`config.mk`:
```
export PLATFORM = sky130hd
export DESIGN_NAME = life_grid_scanner
export DESIGN_NICKNAME = d
export VERILOG_FILES = /design/src/rtl/life_pkg.sv /design/src/rtl/life_period_timer.sv /design/src/rtl/life_grid_scanner.sv
export SDC_FILE = /design/constraint.sdc
export NUM_CORES = 1
export LEC_CHECK = 0
export ABC_AREA = 1
export BUFFER_PORTS_ARGS = -buffer_cell sky130_fd_sc_hd__buf_2
export CAP_MARGIN = 10
export CORE_MARGIN = 8
export CORE_UTILIZATION = 30
export CTS_CLUSTER_DIAMETER = 60
export DETAILED_ROUTE_END_ITERATION = 16
export PLACE_DENSITY = 0.58
export SLEW_MARGIN = 20
export SYNTH_ARGS = -nofsm -noshare
export SYNTH_HDL_FRONTEND = slang
export SYNTH_SLANG_ARGS = --single-unit
```
`constraint.sdc`:
```
create_clock -name clk -period 3.02 [get_ports clk]
set_input_delay 0.302 -clock clk [delete_from_list [all_inputs] [get_ports clk]]
set_output_delay 0.302 -clock clk [all_outputs]
set_load 0.01 [all_outputs]
```
`src/rtl/life_pkg.sv`:
```
// Shared definitions for the Game of Life blocks (evolve FSM, datapath, display scanner).
// Contents:
//   GRID_N       - grid edge length (rows and columns)
//   GRID_W       - total grid bits, bit 8*r+c = row r, column c
//   scan_state_t - display scanner states
//   row_slice    - extracts the 8 column bits of one row from a grid word
package life_pkg;

    localparam int unsigned GRID_N = 8;
    localparam int unsigned GRID_W = 64;

    typedef enum logic [1:0] {
        IDLE,
        BLANK,
        DRIVE
    } scan_state_t;

    function automatic logic [GRID_N-1:0] row_slice(input logic [GRID_W-1:0] grid,
                                                    input logic [2:0]        row);
        return grid[row*GRID_N +: GRID_N];
    endfunction

endpackage

```
`src/rtl/life_period_timer.sv`:
```
// Loadable period counter used for both the blanking gap and the row dwell.
// Ports:
//   clk   - system clock
//   reset - synchronous active-high reset, clears the count
//   load  - restart the period (count <= 0); wins over hold
//   hold  - freeze the count
//   last  - final count of the period (period length - 1)
//   tc    - terminal count: high while count == last
module life_period_timer #(
    parameter int unsigned WIDTH = 4
) (
    input  logic             clk,
    input  logic             reset,
    input  logic             load,
    input  logic             hold,
    input  logic [WIDTH-1:0] last,
    output logic             tc
);

    logic [WIDTH-1:0] count_q;

    always_ff @(posedge clk) begin
        if (reset || load) begin
            count_q <= '0;
        end else if (!hold) begin
            count_q <= count_q + 1'b1;
        end
    end

    assign tc = (count_q == last);

endmodule

```
`src/rtl/life_grid_scanner.sv`:
```
// Double-buffered 8x8 LED matrix scanner for the Game of Life grid.
// A snapshot is accepted into a shadow buffer over valid/ready and promoted to the
// displayed grid only at a frame boundary, so a frame never mixes two generations.
// Each row is preceded by BLANK_CYCLES of all-off, then driven for DWELL_CYCLES.
// Ports:
//   clk, reset   - system clock, synchronous active-high reset
//   enable       - 1 runs the scan; 0 freezes the scan position and blanks the outputs
//   grid_in      - grid snapshot, bit 8*r+c = row r, column c
//   grid_valid   - grid_in valid this cycle
//   grid_ready   - shadow buffer empty; transfer when valid && ready at posedge
//   row_sel      - one-hot row drive, 0 while blanking/idle
//   col_data     - column data of the driven row, 0 otherwise
//   frame_done   - pulse on the last dwell cycle of row 7
//   frame_count  - completed frames, wrapping
module life_grid_scanner import life_pkg::*; #(
    parameter int unsigned DWELL_CYCLES = 1000,
    parameter int unsigned BLANK_CYCLES = 4,
    parameter int unsigned FCNT_W       = 16
) (
    input  logic              clk,
    input  logic              reset,
    input  logic              enable,
    input  logic [GRID_W-1:0] grid_in,
    input  logic              grid_valid,
    output logic              grid_ready,
    output logic [GRID_N-1:0] row_sel,
    output logic [GRID_N-1:0] col_data,
    output logic              frame_done,
    output logic [FCNT_W-1:0] frame_count
);

    localparam int unsigned MAX_CYC = (DWELL_CYCLES > BLANK_CYCLES) ? DWELL_CYCLES : BLANK_CYCLES;
    localparam int unsigned TW      = $clog2(MAX_CYC + 1);
    localparam logic [TW-1:0] DWELL_LAST = TW'(DWELL_CYCLES - 1);
    localparam logic [TW-1:0] BLANK_LAST = TW'(BLANK_CYCLES - 1);
    localparam logic [2:0]    LAST_ROW   = 3'(GRID_N - 1);

    scan_state_t       state_q, state_d;
    logic [2:0]        row_q, row_d;
    logic [GRID_W-1:0] active_q, active_d;
    logic [GRID_W-1:0] shadow_q;
    logic              shadow_full_q, shadow_full_d;
    logic [FCNT_W-1:0] frame_count_q, frame_count_d;

    logic              timer_load;
    logic [TW-1:0]     timer_last;
    logic              timer_tc;
    logic              accept;

    assign grid_ready  = !shadow_full_q && !reset;
    assign accept      = grid_valid && grid_ready;
    assign frame_count = frame_count_q;

    life_period_timer #(
        .WIDTH (TW)
    ) u_timer (
        .clk   (clk),
        .reset (reset),
        .load  (timer_load),
        .hold  (!enable),
        .last  (timer_last),
        .tc    (timer_tc)
    );

    always_comb begin
        state_d       = state_q;
        row_d         = row_q;
        active_d      = active_q;
        shadow_full_d = shadow_full_q;
        frame_count_d = frame_count_q;
        timer_load    = 1'b0;
        timer_last    = BLANK_LAST;
        row_sel       = '0;
        col_data      = '0;
        frame_done    = 1'b0;

        case (state_q)
            IDLE: begin
                // Timer kept cleared so the first blank period starts from zero.
                // Promotion out of IDLE does not wait for enable.
                timer_load = 1'b1;
                if (shadow_full_q) begin
                    active_d      = shadow_q;
                    shadow_full_d = 1'b0;
                    row_d         = '0;
                    state_d       = BLANK;
                end
            end
            BLANK: begin
                timer_last = BLANK_LAST;
                if (enable && timer_tc) begin
                    timer_load = 1'b1;
                    state_d    = DRIVE;
                end
            end
            DRIVE: begin
                timer_last = DWELL_LAST;
                if (enable) begin
                    row_sel  = {{(GRID_N-1){1'b0}}, 1'b1} << row_q;
                    col_data = row_slice(active_q, row_q);
                    if (timer_tc) begin
                        timer_load = 1'b1;
                        state_d    = BLANK;
                        row_d      = row_q + 3'd1;  // 7 wraps to 0
                        if (row_q == LAST_ROW) begin
                            frame_done    = 1'b1;
                            frame_count_d = frame_count_q + 1'b1;
                            // Only frame boundary where a waiting grid is promoted.
                            if (shadow_full_q) begin
                                active_d      = shadow_q;
                                shadow_full_d = 1'b0;
                            end
                        end
                    end
                end
            end
            default: begin
                state_d = IDLE;
            end
        endcase

        // Accept needs an empty shadow, so it never coincides with a promotion.
        if (accept) begin
            shadow_full_d = 1'b1;
        end
    end

    always_ff @(posedge clk) begin
        if (reset) begin
            state_q       <= IDLE;
            row_q         <= '0;
            active_q      <= '0;
            shadow_q      <= '0;
            shadow_full_q <= 1'b0;
            frame_count_q <= '0;
        end else begin
            state_q       <= state_d;
            row_q         <= row_d;
            active_q      <= active_d;
            shadow_full_q <= shadow_full_d;
            frame_count_q <= frame_count_d;
            if (accept) begin
                shadow_q <= grid_in;
            end
        end
    end

endmodule

```
; Yosys cells after proc, flatten, opt, wreduce, memory -nomap -nowiden
; Cells that the tools add are included.
[op_classes]
n_addsub = 3
mux = 32
eq_ne = 12
n_reduce_logical = 14
shift = 2
[op_table]
columns = op, count
row1 = two-way mux 64 bit, 4
row2 = one-hot mux 64 bit (2 select lines), 1
row3 = indexed part select 64 x 7 -> 8 bit, 1
row4 = two-way mux 8 bit, 4
row5 = AND reduction 4 bit, 5
row6 = "adder 16 x 1 -> 16 bit, second input constant", 1
row7 = two-way mux 1 bit, 11
row8 = "adder 10 x 1 -> 10 bit, second input constant", 1
row9 = == test 10 bit, 1
row10 = two-way mux 10 bit, 1
row11 = "inequality test 2 bit, second input constant", 5
row12 = two-way mux 3 bit, 3
row13 = "inequality test 3 bit, second input constant", 3
row14 = two-way mux 2 bit, 4
row15 = "left shift 1 x 3 -> 8 bit, first input constant", 1
row16 = one-hot mux 2 bit (3 select lines), 1
row17 = one-hot mux 3 bit (2 select lines), 1
row18 = "adder 3 x 1 -> 3 bit, second input constant", 1
row19 = "== test 3 bit, second input constant", 1
row20 = logical AND 1 bit, 3
row21 = one-hot mux 1 bit (3 select lines), 1
row22 = nonzero test 3 bit, 1
row23 = "== test 2 x 1 -> 1 bit, second input constant", 1
row24 = "== test 2 bit, second input constant", 1
row25 = other kinds (5), 6
[word_totals]
wordCells = 70
out_inout_bits = 34
reg_bits = 160
in_bits = 68

; Longest topological paths before layout
[depth]
depth_word = 7
mapped_depth = 11
depth_no_buf = 11

; Modules after synthesis
; From an unflattened synthesis, not the netlist that was laid out.
[unflattened]
hier_cells = 972
hier_area_um2 = 6856.6
[by_module_without_submodules]
columns = mod, area_per_inst_um2, cells_per_inst, seq_area_each_um2, n_inst
row1 = life_grid_scanner, 6209.7, 862, 3002.9, 1
row2 = life_period_timer, 646.9, 110, 200.2, 1

; Least setup slack after synthesis
; OpenSTA, ideal clock, no wires.
[synth_path]
kind = reg-to-reg
start = register row_q[1]
end = register active_q[24]
synth_period_minus_slack_ns = 1.658
setup_time_ns = 0.132
t_required_ns = 2.888
n_path_buf = 1
arrival_time_ns = 1.526
path_stages_with_launch = 9
path_slack_ns = 1.362
cell_sequence = dfxtp_1 ha_1 ha_1 o21ai_0 nor2_1 nand3_2 buf_6 nand2_1 a21oi_1
[synth_via]
elab_chain_cells = 3
[synth_rtl]
columns = element, line
row1 = start: declaration, life_grid_scanner.sv:39  ; logic [2:0] row_q, row_d;
row2 = start signal: assignment, life_grid_scanner.sv:138  ; row_q <= row_d;
row3 = == test 3 bit, life_grid_scanner.sv:105  ; if (row_q == LAST_ROW) begin
row4 = inequality test 2 bit (no source line), --
row5 = AND reduction 4 bit (no source line), --
row6 = end signal: assignment, life_grid_scanner.sv:139  ; active_q <= active_d;
row7 = end: declaration, life_grid_scanner.sv:40  ; logic [GRID_W-1:0] active_q, active_d;
; Every way passes these cells.
; A chain may end at the register's enable or synchronous reset.

; Final worst setup path
[layout_path]
start = register state_q[1]
end = output port row_sel[5]
[layout_via]
elab_chain_cells = 2
[layout_rtl]
columns = element, line
row1 = start: declaration, life_grid_scanner.sv:38  ; scan_state_t state_q, state_d;
row2 = start signal: assignment, life_grid_scanner.sv:137  ; state_q <= state_d;
row3 = == test 2 bit, life_grid_scanner.sv:77  ; case (state_q)
row4 = two-way mux 8 bit, life_grid_scanner.sv:77
row5 = end: declaration, life_grid_scanner.sv:26  ; output logic [GRID_N-1:0] row_sel,
; Every way passes these cells.

==> results.md <==
* Pleak at 3.398 nW
* Number of setup buffers added after CTS at 0
* Post-Synth XOR/XNOR Area at 0.01890
* Die Wd at 168.2 um
* CP Launch Type: register
* Post-synth cell types at 30
* Cell taking the most area after synthesis: dfxtp_1
* Final period util at 0.8341
* First drt pass iteration count at 4
* Dpl ws at 0.9331 ns
* Outcome: completed
* Crit path max fanout at 20
* Worst R2R Setup Slack at 0.95 ns
* Final hold vios at 0
* P per Cell Area at between 500 and 600 nW/um^2
* Routed WL at 18850 um
* RSZ-0062 raised after global routing: false
* Vias per cell at 4.756
* Post-synthesis mux area share at 0.001440
* Internal at 3.393 mW
* Floorplan row count at between 50 and 60
* Crit path to: row_sel[5]
* Ant. Diodes at 0
* Worst setup skew after layout at 0.009558 ns
* Final Worst Setup Slack at around 0.50 ns
* Routed wire per std cell at 14.24 um
* DIE HEIGHT at between 150 and 200 um
* Mapped Cells at between 900 and 1000
* Starting Density at 0.3061
* Synth top area cells: dfxtp_1 (46%), nand2_1 (15%), nand3_1 (11%)
* #FFs+latches synth at 160
* RD Place Congestion at 0.8786
* Switching Share at 0.2635
* Syn_area_per_cell at between 7 and 8 sq um
* Synth Net Count at 1034
* Sw power at 1.214 mW
* Worst setup path startpoint: state_q[1]
* H-tree levels at 4
* CTS Buffer Depth at 2
* WS Path Type: register to primary output
* Final std cells w/o fill at 1324
* Starting DRT DRC Count at 444
* Worst Tran Pin Value at between 1 and 1.5 ns
* Post-DP HPWL at between 10000 and 15000 um
* PostCTS Resize Cnt at 0
* WP data required at about 2.7 ns
* Total I/O pin count at about 100
* Layout cell share with drive strength beyond 1 at 0.1540
* Synth Area in Simple Gates at 0.3246
* Adder-cell share of the synthesized area at 0.01440
* Total power at 4.607 mW
* Vias at between 6000 and 7000
* Port bufs at 101
* Fin crit period at 2.519 ns
* Max frequency at 397.0 MHz
* Number of max-cap violations at 0
* Reg2Reg Depth at 8
* CTS tree: yes
* Root buf cell: clkbuf_16
* Setup violators final at 0
* CTS buffer count at 17
* Final #Nets at 1102
* # hold bufs at CTS at 0
* Clock Latency Late Sink at 0.43 ns
* Placed cell count at 1292
* DRC at 0
* Overflow after GRT at 0
* Largest family of logic cells by synthesized area: simple AND/OR/NAND/NOR gates
* Maximum vdd ir drop at 0.3252 mV
* Combinational Power Share at 0.066
* Hold Startpoint: grid_in[29]
* Vias in the first global route at 6119
* CP Capture Type: primary output
* Worst hold-check path type: primary input to register
* Reg2reg end: active_q[19]
* Final Max Slew Viols at 0
* Core ar. at 22710 sq um
* Clock-pin slew on the worst setup and hold paths at around 0.070 ns
* Die Footprint at 28290 sq um
* Reg-to-Reg Start: u_timer.count_q[0]
* WHS at between 0.06 and 0.07 ns
* Complex-gate fraction of the synthesized area at 0.1068
* Largest net degree at the start of global routing at between 80 and 90
* Cell Area, Synth at 6950 sq um
* GRT Total Usage at 0.1349
* Sequential share of the synthesized area at 0.4608
* CTS sink cnt at 160
* Layout area overhead at 17.12%
* Synth top area share at 0.4608
* Hold path cells at 3
* Antenna violations before repair at 0
* Crit path DAT at around 2.2 ns
* Sequential fraction of design power at 0.491
* Post-DRT Antenna Nets at 0
* First-pass GRT wire length at approximately 31000 um
* Max_slew headroom at 0.3331
* Part of the power in the clock network at 0.443
* Post-Route Setup TNS at 0 ns
* Yosys warning count at 0
area by class of cell:
type                       count  area (sq um)
fill                        2481         14570
sequential                   160          3203
clock buffer                  18         429.2
tap                          285         356.6
multi-input combinational    696          3249
clock inverter                14         128.9
inverter                      39         147.6
timing repair buffer         112         625.6
cell families after synthesis:
group / after synthesis
buffers and inverters: 102
AO/OA/AOI/OAI: 143
multiplexers: 1
XOR/XNOR: 15
flip-flops: 160
AND/OR/NAND/NOR: 529
adder cells (fa/ha/maj): 8
worst min-delay path by stage:
stage | endpoint
final | shadow_q[29]
after global routing | shadow_q[4]
after CTS | shadow_q[10]
after detailed placement | active_q[48]
after global placement | active_q[9]
after floorplan | shadow_q[0]
routing by layer:
layer  up-vias  part of all wire  track usage
met1      2846              0.51       0.1838
li1       3292                 -            -
met3        17             0.056      0.03976
met5         -                 0            0
met4         0             0.013      0.04037
met2       142              0.43       0.2018
layout by cell type, fill, tap and decap left out, types with 10 or more instances in the layout:
cell type | netlist | layout
nand2_1 | 275 | 274
dfxtp_1 | 160 | 160
nand3_1 | 159 | 159
buf_2 | 15 | 101
a21oi_1 | 84 | 84
nor2_1 | 74 | 73
o21ai_0 | 41 | 41
inv_1 | 33 | 33
clkbuf_16 | 0 | 17
o22ai_1 | 16 | 16
xor2_1 | 10 | 10
state kept, by name, indices dropped and copies added (netlist names):
name and cells:
state_q 2, shadow_q 64, shadow_full_q 1, active_q 64, u_timer.count_q 10, frame_count 16
row_q 3
synthesized netlist by cell type:
cell type,number
nor3_1,7
xnor2_1,5
ha_1,8
buf_4,2
a21oi_1,84
inv_1,33
nand3_1,159
nand3b_1,1
nand3_2,2
nand2_1,275
inv_2,5
nor2_1,74
nor3_2,1
and3_1,1
nor2_4,2
buf_1,7
dfxtp_1,160
xor2_1,10
o21ai_2,1
o22ai_1,16
clkbuf_1,26
nand4_1,4
mux2i_1,1
buf_2,15
nand2_2,2
clkinv_2,1
o31ai_1,1
buf_6,13
nand2_4,1
o21ai_0,41
per-stage QoR:
stage	utilization	instance area (sq um)
floorplan	-	6950
global placement	0.3339	7582
detailed placement	0.3339	7582
CTS	0.3585	8140
global route	0.3585	8140
finish	0.3585	8140
worst max-delay path: stages, from the launching register on:
cell and delay (ns):
dfxtp_1 0.36, inv_2 0.07, nor2_4 0.17, nand2_1 0.15, inv_1 0.47, nand2_1 0.27
nor2_1 0.15, buf_2 0.15
power by group through the flow:
stage	sequential, mW	clock [mW]	combinational, mW
6_report	2.26	2.04	0.305
5_1_grt	2.27	2.17	0.351
4_1_cts	2.26	2.08	0.312
3_5_place_dp	2.31	0	0.311
3_3_place_gp	2.31	0	0.306
2_1_floorplan	2.29	0	0.220
Power figures use the tool's default switching activity.
